`config.mk`:
```
export PLATFORM = sky130hd
export DESIGN_NAME = rhs2116_frame_deframer
export DESIGN_NICKNAME = d
export VERILOG_FILES = /design/src/rtl/rhs2116_frame_deframer.sv
export SDC_FILE = /design/constraint.sdc
export NUM_CORES = 1
export LEC_CHECK = 0
export CORE_AREA = 2 2 151 168
export CTS_BUF_LIST = sky130_fd_sc_hd__clkbuf_2
export CTS_CLUSTER_DIAMETER = 60
export CTS_CLUSTER_SIZE = 24
export DETAILED_ROUTE_END_ITERATION = 12
export DIE_AREA = 0 0 153 170
export HOLD_SLACK_MARGIN = 0.06
export PLACE_DENSITY = 0.81
export SLEW_MARGIN = 20
export SYNTH_ARGS = -nofsm -noshare
export SYNTH_HDL_FRONTEND = slang
export SYNTH_SLANG_ARGS = --single-unit
```
`constraint.sdc`:
```
create_clock -name clk_sys -period 5.3 [get_ports clk_sys]
set_input_delay 0.795 -clock clk_sys [delete_from_list [all_inputs] [get_ports clk_sys]]
set_output_delay 0.795 -clock clk_sys [all_outputs]
set_load 0.005 [all_outputs]
```
`src/rtl/rhs2116_frame_deframer.sv`:
```
// RHS2116 coax deframer: sync hunt, lock hysteresis, superframe channel tagging, FWFT output FIFO.
// Define RHS2116_DEFRAMER_PARITY_EN to expect a trailing even-parity bit on every frame.
module rhs2116_frame_deframer #(
    parameter int DATA_WIDTH                   = 32,
    parameter int SYNC_WIDTH                   = 8,
    parameter logic [SYNC_WIDTH-1:0] SYNC_PATTERN = 8'hA5,
    parameter int NUM_CHANNELS                 = 4,
    parameter int LOCK_COUNT                   = 3,
    parameter int MISS_LIMIT                   = 2,
    parameter int FIFO_DEPTH                   = 8,
    localparam int CHAN_W = (NUM_CHANNELS > 1) ? $clog2(NUM_CHANNELS) : 1,
    localparam int LVL_W  = $clog2(FIFO_DEPTH) + 1
) (
    input  logic                  clk_sys,
    input  logic                  rst_n,
    input  logic                  bit_in,
    input  logic                  bit_valid,
    output logic [DATA_WIDTH-1:0] out_data,
    output logic [CHAN_W-1:0]     out_chan,
    output logic                  out_valid,
    input  logic                  out_ready,
    output logic                  locked,
    output logic                  frame_error,
    output logic                  sync_lost,
    output logic                  overflow,
    output logic [LVL_W-1:0]      fifo_level
);

`ifdef RHS2116_DEFRAMER_PARITY_EN
    localparam int FRAME_LEN = SYNC_WIDTH + DATA_WIDTH + 1;
`else
    localparam int FRAME_LEN = SYNC_WIDTH + DATA_WIDTH;
`endif
    localparam int BC_W = $clog2(FRAME_LEN);
    localparam int GC_W = $clog2(LOCK_COUNT + 1);
    localparam int MC_W = $clog2(MISS_LIMIT + 1);
    localparam int AW   = $clog2(FIFO_DEPTH);
    localparam logic [SYNC_WIDTH-1:0] SYNC_INV = ~SYNC_PATTERN;
    localparam logic [CHAN_W-1:0]     CHAN_MAX = CHAN_W'(NUM_CHANNELS - 1);

    typedef enum logic [1:0] {HUNT, VERIFY, LOCKED} state_t;

    state_t                  state, state_nxt;
    logic [SYNC_WIDTH-1:0]   sync_sr, sync_win;
    logic [DATA_WIDTH-1:0]   data_sr, word;
    logic [BC_W-1:0]         bit_cnt, bit_cnt_nxt;
    logic [GC_W-1:0]         good_cnt, good_cnt_nxt;
    logic [MC_W-1:0]         miss_cnt, miss_cnt_nxt;
    logic [CHAN_W-1:0]       chan, chan_nxt, chan_adv, chan_sync;
    logic                    frame_ok, frame_ok_nxt;
    logic                    emit_nxt, ferr_nxt, slost_nxt;
    logic                    sync_norm, sync_sup, sync_good, sync_end, frame_end, word_ok;
    logic                    emit_q;
    logic [DATA_WIDTH-1:0]   emit_data;
    logic [CHAN_W-1:0]       emit_chan;

    assign sync_win  = {sync_sr[SYNC_WIDTH-2:0], bit_in};
    assign sync_norm = (sync_win == SYNC_PATTERN);
    assign sync_sup  = (sync_win == SYNC_INV);
    assign sync_good = sync_norm | sync_sup;
    assign sync_end  = (bit_cnt == BC_W'(SYNC_WIDTH - 1));
    assign frame_end = (bit_cnt == BC_W'(FRAME_LEN - 1));
    assign chan_adv  = (chan == CHAN_MAX) ? '0 : chan + 1'b1;
    assign chan_sync = sync_sup ? '0 : chan_adv;
    assign locked    = (state == LOCKED);

`ifdef RHS2116_DEFRAMER_PARITY_EN
    // Parity bit is the bit on the wire now; the payload is already fully shifted in.
    assign word    = data_sr;
    assign word_ok = ~^{data_sr, bit_in};
`else
    assign word    = {data_sr[DATA_WIDTH-2:0], bit_in};
    assign word_ok = 1'b1;
`endif

    always_comb begin
        state_nxt    = state;
        bit_cnt_nxt  = bit_cnt;
        good_cnt_nxt = good_cnt;
        miss_cnt_nxt = miss_cnt;
        chan_nxt     = chan;
        frame_ok_nxt = frame_ok;
        emit_nxt     = 1'b0;
        ferr_nxt     = 1'b0;
        slost_nxt    = 1'b0;
        if (bit_valid) begin
            case (state)
                HUNT: if (sync_good) begin
                    chan_nxt     = chan_sync;
                    bit_cnt_nxt  = BC_W'(SYNC_WIDTH);
                    miss_cnt_nxt = '0;
                    if (LOCK_COUNT == 1) begin
                        state_nxt    = LOCKED;
                        good_cnt_nxt = '0;
                        frame_ok_nxt = 1'b1;
                    end else begin
                        state_nxt    = VERIFY;
                        good_cnt_nxt = GC_W'(1);
                        frame_ok_nxt = 1'b0;
                    end
                end
                VERIFY: begin
                    bit_cnt_nxt = frame_end ? '0 : bit_cnt + 1'b1;
                    if (sync_end) begin
                        if (sync_good) begin
                            chan_nxt = chan_sync;
                            if (int'(good_cnt) + 1 >= LOCK_COUNT) begin
                                state_nxt    = LOCKED;
                                good_cnt_nxt = '0;
                                frame_ok_nxt = 1'b1;
                            end else begin
                                good_cnt_nxt = good_cnt + 1'b1;
                            end
                        end else begin
                            state_nxt    = HUNT;
                            good_cnt_nxt = '0;
                        end
                    end
                end
                LOCKED: begin
                    bit_cnt_nxt = frame_end ? '0 : bit_cnt + 1'b1;
                    if (sync_end) begin
                        if (sync_good) begin
                            chan_nxt     = chan_sync;
                            miss_cnt_nxt = '0;
                            frame_ok_nxt = 1'b1;
                        end else begin
                            // Bad frames still occupy a channel slot.
                            chan_nxt     = chan_adv;
                            frame_ok_nxt = 1'b0;
                            ferr_nxt     = 1'b1;
                            if (int'(miss_cnt) + 1 >= MISS_LIMIT) begin
                                state_nxt    = HUNT;
                                slost_nxt    = 1'b1;
                                miss_cnt_nxt = '0;
                            end else begin
                                miss_cnt_nxt = miss_cnt + 1'b1;
                            end
                        end
                    end
                    if (frame_end && frame_ok) begin
                        emit_nxt = word_ok;
                        ferr_nxt = ~word_ok;
                    end
                end
                default: state_nxt = HUNT;
            endcase
        end
    end

    always_ff @(posedge clk_sys or negedge rst_n) begin
        if (!rst_n) begin
            state       <= HUNT;
            sync_sr     <= '0;
            data_sr     <= '0;
            bit_cnt     <= '0;
            good_cnt    <= '0;
            miss_cnt    <= '0;
            chan        <= '0;
            frame_ok    <= 1'b0;
            frame_error <= 1'b0;
            sync_lost   <= 1'b0;
            emit_q      <= 1'b0;
            emit_data   <= '0;
            emit_chan   <= '0;
        end else begin
            state       <= state_nxt;
            bit_cnt     <= bit_cnt_nxt;
            good_cnt    <= good_cnt_nxt;
            miss_cnt    <= miss_cnt_nxt;
            chan        <= chan_nxt;
            frame_ok    <= frame_ok_nxt;
            frame_error <= ferr_nxt;
            sync_lost   <= slost_nxt;
            emit_q      <= emit_nxt;
            if (bit_valid) begin
                sync_sr <= sync_win;
                data_sr <= {data_sr[DATA_WIDTH-2:0], bit_in};
            end
            if (emit_nxt) begin
                emit_data <= word;
                emit_chan <= chan;
            end
        end
    end

    // First-word-fall-through buffer; a push into a full FIFO is accepted only alongside a pop.
    logic [DATA_WIDTH+CHAN_W-1:0] mem [FIFO_DEPTH];
    logic [AW-1:0]                wr_ptr, rd_ptr;
    logic [LVL_W-1:0]             count;
    logic                         full, pop, push;

    assign full       = (count == LVL_W'(FIFO_DEPTH));
    assign out_valid  = (count != '0);
    assign pop        = out_valid && out_ready;
    assign push       = emit_q && (!full || pop);
    assign fifo_level = count;
    assign {out_data, out_chan} = out_valid ? mem[rd_ptr] : '0;

    always_ff @(posedge clk_sys) begin
        if (push) mem[wr_ptr] <= {emit_data, emit_chan};
    end

    always_ff @(posedge clk_sys or negedge rst_n) begin
        if (!rst_n) begin
            wr_ptr   <= '0;
            rd_ptr   <= '0;
            count    <= '0;
            overflow <= 1'b0;
        end else begin
            overflow <= emit_q && full && !pop;
            if (push) wr_ptr <= wr_ptr + 1'b1;
            if (pop)  rd_ptr <= rd_ptr + 1'b1;
            case ({push, pop})
                2'b10:   count <= count + 1'b1;
                2'b01:   count <= count - 1'b1;
                default: count <= count;
            endcase
        end
    end

endmodule

```
### Word-level counts from Yosys, hierarchy flattened

Memory sizes are Yosys's and may differ from the RTL's.
Index checks and enable logic that the tools add are counted.

* bits in registers: 101
* memory bits (writable): 272
* bits of input ports: 5
* output and inout port bits: 43
* memories: 1

Memories
* mem: words 8, bits a word 34, read ports 1, clocked after memory_dff 0, wr ports 1, RTL line 188 `logic [DATA_WIDTH+CHAN_W-1:0] mem [FIFO_DEPTH];`

* add/sub/neg operators: 10
* order comparisons: 2
* equal/unequal tests: 18
* multiplexer cells: 51
* bitwise gates (word level): 1
* reductions and logical operators: 22

Operators with widths (count)
* 2-bit two-way mux: 20
* 34-bit two-way mux: 1
* 1-bit two-way mux: 21
* 7-bit AND reduction: 2
* 6-bit two-way mux: 2
* 2-bit case mux with 3 select lines: 2
* 6-bit case mux with 2 select lines: 1
* 4-bit AND reduction: 3
* 2-bit inequality test, second input constant: 5
* 8-bit by 7-bit equality test with 1-bit output, second input constant: 1
* 8-bit equality test, second input constant: 1
* 2-bit case mux with 2 select lines: 2
* 4-bit case mux with 2 select lines: 1
* 2-bit nonzero test: 4
* 2-bit by 1-bit adder with 2-bit output, second input constant: 3
* 2-bit by 1-bit adder with 3-bit output, second input constant: 2
* 3-bit by 1-bit adder with 3-bit output, second input constant: 2
* 6-bit by 1-bit adder with 6-bit output, second input constant: 1
* 2-bit equality test, second input constant: 3
* 6-bit by 3-bit equality test with 1-bit output, second input constant: 1
* 6-bit equality test, second input constant: 1
* 3-bit by 2-bit >= comparator with 1-bit output, second input constant: 2
* 1-bit logical AND: 5
* 4-bit by 1-bit adder with 4-bit output, second input constant: 1
* 14 further kinds: 17

### Depth between registers and ports, before layout

Gate-level depths: netlist (run 1).

* depth in word-level cells: 7
* mapped depth: 10

### Worst setup path after synthesis (run 1)

Ideal clock, no wire load.

* kind: input to register
* from: input port out_ready
* to: memory mem[0][0] in the netlist's numbering, enable pin
* setup time: 511 ps
* arrival time: 4279 ps
* data required time: 4789 ps
* path slack: 511 ps
* stages on the path: 2
* cell sequence: o21ai_0 > nor4_1

* word-level cells in the longest chain between the ends: 5

RTL lines
* start: declaration: RTL line 21 `input logic out_ready,`
* 1-bit logical AND: RTL line 195 `assign pop = out_valid && out_ready;`
* 1-bit logical OR: RTL line 196 `assign push = emit_q && (!full || pop);`
* 1-bit logical AND: RTL line 196
* 1-bit two-way mux: RTL line 201 `if (push) mem[wr_ptr] <= {emit_data, emit_chan};`
* 1-bit two-way mux (not written as such): RTL line 201
* end: declaration: RTL line 188

Every way passes these cells.

### Final worst setup path (run 1)

* from: register rd_ptr[0]
* to: output port out_data[13]

* word-level cells in the longest chain between the ends: 2

RTL lines
* start: declaration: RTL line 189 `logic [AW-1:0] wr_ptr, rd_ptr;`
* start signal: assignment: RTL line 213 `if (pop) rd_ptr <= rd_ptr + 1'b1;`
* memory read 8 x 34 bit
* 34-bit two-way mux: RTL line 198 `assign {out_data, out_chan} = out_valid ? mem[rd_ptr] : '0;`
* end: declaration: RTL line 18 `output logic [DATA_WIDTH-1:0] out_data,`

Every way passes these cells.

==> out/metrics.csv, run 1 <==
metric;value;unit
antenna_found_initial;1;
layout-drive-gt1-share;21.4;%
fin_crit_sh;84.2;%
cts_max_level;1;
status;complete, no violations;
grt_max_degree;52;
wirelength;26400;µm
synth_nets;828;
cts_sinks;366;
io_pins;48;
grt_pass1_wl;41500;µm
hold_path.class;primary input to asynchronous set/reset pin;
drt-pass1-iter-count;5;
setup_viol;0;
critPathMaxFanout;33;
cts_buffers;24;
die_w;153;µm
min_period;4460;ps
final_common_cell;edfxtp_1;
critPathKind;flip-flop to output pin;
core;0.0242;mm²
startpoint_type;flip-flop;
die_h;170;µm
clkTransAtPathRegs;410;ps
required;4510;ps
cts_tree;built;
drc_errors;0;
dr.first_iter.drc_count;570;
nFillCells;1659;
cp_data_arrival_time;3670;ps
vias;7170;
stdcell_area;0.0157;mm²
synth.area.top_cells;edfxtp_1, dfrtp_1, mux4_2;
ys_seq_area_share;72.9;%
dp.cells;1149;
yosysWarnings;0;
hold_viol;0;
slew_violations;0;
clk_latency;920;ps
root_buffer;clkbuf_2;
end_kind;output pin;
yosysTopAreaCell;edfxtp_1;
cts_max_path_buffers;3;
dieArea;0.0260;mm²
synth-seq-cells;366;
peakVddDrop;0.287;mV
tightest_slew;988;ps
final_nets;882;
core.rowCount;60;
start_util;59.5;%
synth_cells;812;
layout_common_cells;edfxtp_1, nand2_1, dfrtp_1;
overflow;0;
synth_top_area_share;56.6;%
drv_cap;0;
fin_cells;1195;
p_per_area;306;mW/mm²
r2r_start;fifo_level[0]$_DFFE_PN0P_;
drtAntennaViolNets;0;
leakage;5.04;nW
crit_start;rd_ptr[0]$_DFFE_PN0N_;
tns;0;ps
yosysUniqueCellTypes;51;
syn_area;0.0144;mm²
syn_to_final_growth;8.54;%
wire_per_inst;22.1;µm
placed_cell_area;0.0153;mm²
fin_worst_hold_slack;328;ps
grt_pass1_vias;7408;
place.port_buffers;47;
slew_headroom;33.9;%
fin_skew;80.7;ps
place_hpwl;15300;µm
via_per_inst;6.00;
cts_resized;0;
rsz0062_at_grt;no;
place.gp.congestion;0.797;
clock.fmax;0.224;GHz
track_usage;20.7;%
syn_area_per_cell;17.8;µm²
[Yosys cell counts, drive strengths merged]
library cell / instances
a21boi: 1
a21o: 4
a21oi: 4
a22o: 1
a31oi: 3
a32o: 4
and2: 1
and3: 2
and4bb: 4
buf: 19
clkbuf: 18
dfrtp: 94
edfxtp: 272
ha: 11
inv: 9
mux2: 37
mux2i: 38
mux4: 68
nand2: 122
nand2b: 4
nand3: 9
nand3b: 1
nand4: 1
nand4b: 2
nor2: 44
nor2b: 2
nor3: 8
nor3b: 1
nor4: 4
nor4b: 1
o2111a: 1
o211ai: 1
o21a: 1
o21ai: 8
o31ai: 1
o32ai: 1
or4: 1
or4b: 2
xnor2: 5
xor2: 2
[where the power goes]
| group | leakage [nW] | internal (mW) | switching, mW |
|---|---|---|---|
| clock network | 0.211 | 0.273 | 0.905 |
| logic | 1.53 | 0.163 | 0.141 |
| registers | 3.30 | 3.18 | 0.126 |
| total | 5.04 | 3.61 | 1.17 |
[repair_timing]
item,CTS,global route
setup buffers,0,0
endpoints found under the hold margin,43,0
hold buffers,1,0
[kinds of logic after synthesis]
family	synth area share, %
flip-flops	72.9
AND/OR/NAND/NOR	6.69
multiplexers	16.2
buffers and inverters	1.33
AO/OA/AOI/OAI	1.48
adder cells (fa/ha/maj)	0.954
XOR/XNOR	0.425
[worst max-delay path, cell delays in order (launching register included)]
cell and delay (ps):
dfrtp_4 940, buf_4 540, mux4_2 560, mux2i_1 170
nor2_1 60, clkdlybuf4s50_1 470
[layer usage]
metal	share of wire [%]	global-route usage, %	vias up	wire (µm)
li1	-	-	3210	-
met1	42	28.3	3754	11100
met2	52	36.4	180	13700
met3	5.0	3.00	26	1310
met4	1.1	4.27	0	286
met5	0	0	-	0
[worst paths after layout]
kind,cells past startpoint,slack (ps),end
hold reg to reg,2,500,emit_data[11]$_DFFE_PN0P_
hold / removal,2,330,bit_cnt[4]$_DFFE_PN0P_
setup reg to reg,6,2490,mem[3][6]$_DFFE_PP_
setup / recovery,5,840,out_data[13]
max in group asynchronous,3,3780,rd_ptr[0]$_DFFE_PN0N_
min in group clk_sys,3,420,emit_data[0]$_DFFE_PN0P_
[layout make-up]
class,instances,area (µm²),area share [%]
multi-input combinational,400,3760,24.0
clock inverter,15,193,1.23
clock buffer,29,145,0.927
timing repair buffer,65,606,3.87
tap,310,388,2.48
inverter,9,33.8,0.216
antenna,1,2.50,0.0160
sequential,366,10500,67.2
[per-stage QoR]
stage          setup slack [ps]  total power [mW]  util (%)
2_1_floorplan               511              3.55         -
3_3_place_gp               1780              3.64      63.1
5_1_grt                     540              4.97      64.6
6_report                    840              4.78      64.6
3_5_place_dp               1780              3.66      63.1
4_1_cts                     712              4.82      64.5
[state kept, by name, indices dropped and copies added, names as in the netlist, 2 cells and up]
name,count
bit_cnt,6
fifo_level,4
state,2
mem,272
miss_cnt,2
good_cnt,2
wr_ptr,3
emit_chan,2
sync_sr,6
emit_data,32
data_sr,25
rd_ptr,3
chan,2
No activity file was read; power rests on OpenSTA's default activity.
==> run 2: changes to the inputs <==
==> constraint.sdc (replaced) <==
create_clock -name clk_sys -period 4.45 [get_ports clk_sys]
set_input_delay 0.6675 -clock clk_sys [delete_from_list [all_inputs] [get_ports clk_sys]]
set_output_delay 0.6675 -clock clk_sys [all_outputs]
set_load 0.005 [all_outputs]
==> run 2 against run 1 <==
Effect of this change: sequential cell count unchanged; cell area decreased by 0.23%; clock-buffer cell count decreased by 3; register-to-register slack got worse by 1000 ps; worst setup slack got worse by 480 ps; clock skew increased by 6.8 ps; critical endpoint is now out_data[29]; highest routed layer is now met5.
==> out/metrics.csv, run 2 (synthesis gave the netlist of run 1 again) <==
metric;value;unit;change
clock.fmax;0.244;GHz;
fin_crit_sh;92.0;%;
critPathMaxFanout;23;;-30%
setup_viol;0;;unchanged
cts_resized;0;;unchanged
largest_reg_flops;272;;unchanged
vias;7199;;+0.40%
rsz0062_at_grt;no;;
io_pins;48;;unchanged
wire_per_inst;22.3;µm;+1.2%
drtAntennaViolNets;0;;unchanged
drc_errors;0;;unchanged
cts_buffers;21;;-13%
root_buffer;clkbuf_2;;
start_util;59.5;%;unchanged
die_w;153;µm;unchanged
min_period;4090;ps;
place.gp.congestion;0.778;;-2.4%
regMostFlops;mem;;
hold_viol;0;;unchanged
layout-drive-gt1-share;21.3;%;-0.089 points
seq_area;0.0105;mm²;unchanged
wirelength;26700;µm;+1.1%
nFillCells;1664;;+0.30%
cts_sinks;366;;unchanged
track_usage;21.1;%;+0.40 points
status;complete, no violations;;
slew_headroom;29.6;%;-4.3 points
core.rowCount;60;;unchanged
critPathKind;flip-flop to output pin;;
r2r_cells;5;;-1
utilization;64.4;%;-0.15 points
hold_path.class;primary input to asynchronous set/reset pin;;
tns;0;ps;unchanged
drv_cap;0;;unchanged
end_kind;output pin;;
required;3780;ps;-730 ps
dr.first_iter.drc_count;551;;-3.3%
place_hpwl;16600;µm;+8.1%
clk_latency;900;ps;-20 ps
final_nets;886;;+0.45%
leakage;5.03;nW;-0.23%
p_per_area;350;mW/mm²;+15%
drt-pass1-iter-count;4;;-1
cts_hold_buf;1;;unchanged
reg2reg_to;mem[2][13]$_DFFE_PP_;;
die_h;170;µm;unchanged
fin_worst_hold_slack;334;ps;+6.13 ps
fin_skew;87.5;ps;+6.79 ps
postCtsSetupRepairBufs;0;;unchanged
cts_tree;built;;
reg_top3;mem: 272 flops, emit_data: 32 flops, data_sr: 25 flops;;
overflow;0;;unchanged
placed_cell_area;0.0154;mm²;+0.56%
layout_common_cells;edfxtp_1, nand2_1, dfrtp_1;;
cts_max_level;1;;unchanged
multiInputGateArea;0.00377;mm²;+0.23%
r2r_start;fifo_level[0]$_DFFE_PN0P_;;
antenna_found_initial;2;;+1
grt_max_degree;64;;+23%
tightest_slew;1050;ps;+59.7 ps
ff2ff_setup_slack;1460;ps;-1030 ps
dp_slack;952;ps;-830 ps
dieArea;0.0260;mm²;unchanged
grt_pass1_wl;42300;µm;+1.9%
clkTransAtPathRegs;390;ps;-20 ps
grt_pass1_vias;7550;;+1.9%
power.total;5.47;mW;+14%
finalWorstSetupSlack;355;ps;-485 ps
via_per_inst;6.03;;+0.49%
slew_violations;0;;unchanged
stdcell_area;0.0156;mm²;-0.23%
cts_max_path_buffers;3;;unchanged
place.port_buffers;47;;unchanged
core;0.0242;mm²;unchanged
dp.cells;1156;;+0.61%
fin_cells;1194;;-0.084%
startpoint_type;flip-flop;;
peakVddDrop;0.379;mV;+32%
syn_to_final_growth;8.29;%;
final_common_cell;edfxtp_1;;
cp_data_arrival_time;3430;ps;-240 ps
## run 2: where the power goes
part           internal [mW]  total, mW  switching [mW]
clock network          0.196       1.18           0.981
registers               3.78       3.93           0.148
logic                  0.193      0.358           0.164
## run 2: worst max-delay path, cell delays in order, from the launching register on
cell             delay, ps
dfrtp_1                600
nor4_4                 910
buf_4                  430
nor2_1                 100
clkdlybuf4s50_1        470
## run 2: final cells by class
class                   instances  area share (%)
repair buffers                 72            4.37
diodes                          1          0.0160
inverters                       9           0.216
well taps                     310            2.48
flip-flops and latches        366            67.4
clock buffers                  26           0.833
multi-input cells             400            24.1
clock inverters                10           0.545
## run 2: how the worst max path moves through the flow
stage,from,end,slack [ps]
2_1_floorplan,fifo_level[1]$_DFFE_PN0P_,mem[1][0]$_DFFE_PP_,660
3_3_place_gp,out_ready,mem[2][24]$_DFFE_PP_,1030
3_5_place_dp,out_ready,mem[2][24]$_DFFE_PP_,950
4_1_cts,fifo_level[0]$_DFFE_PN0P_,out_data[29],260
5_1_grt,rd_ptr[1]$_DFFE_PN0N_,out_data[15],130
6_report,fifo_level[0]$_DFFE_PN0P_,out_data[29],360
## run 2: routing by layer
layer / GRT usage, % / vias to the layer above / wire [µm]
met5: 0 / - / 13
met4: 5.27 / 2 / 562
met3: 2.47 / 43 / 1100
met2: 36.9 / 168 / 13800
met1: 29.0 / 3772 / 11200
li1: - / 3214 / -
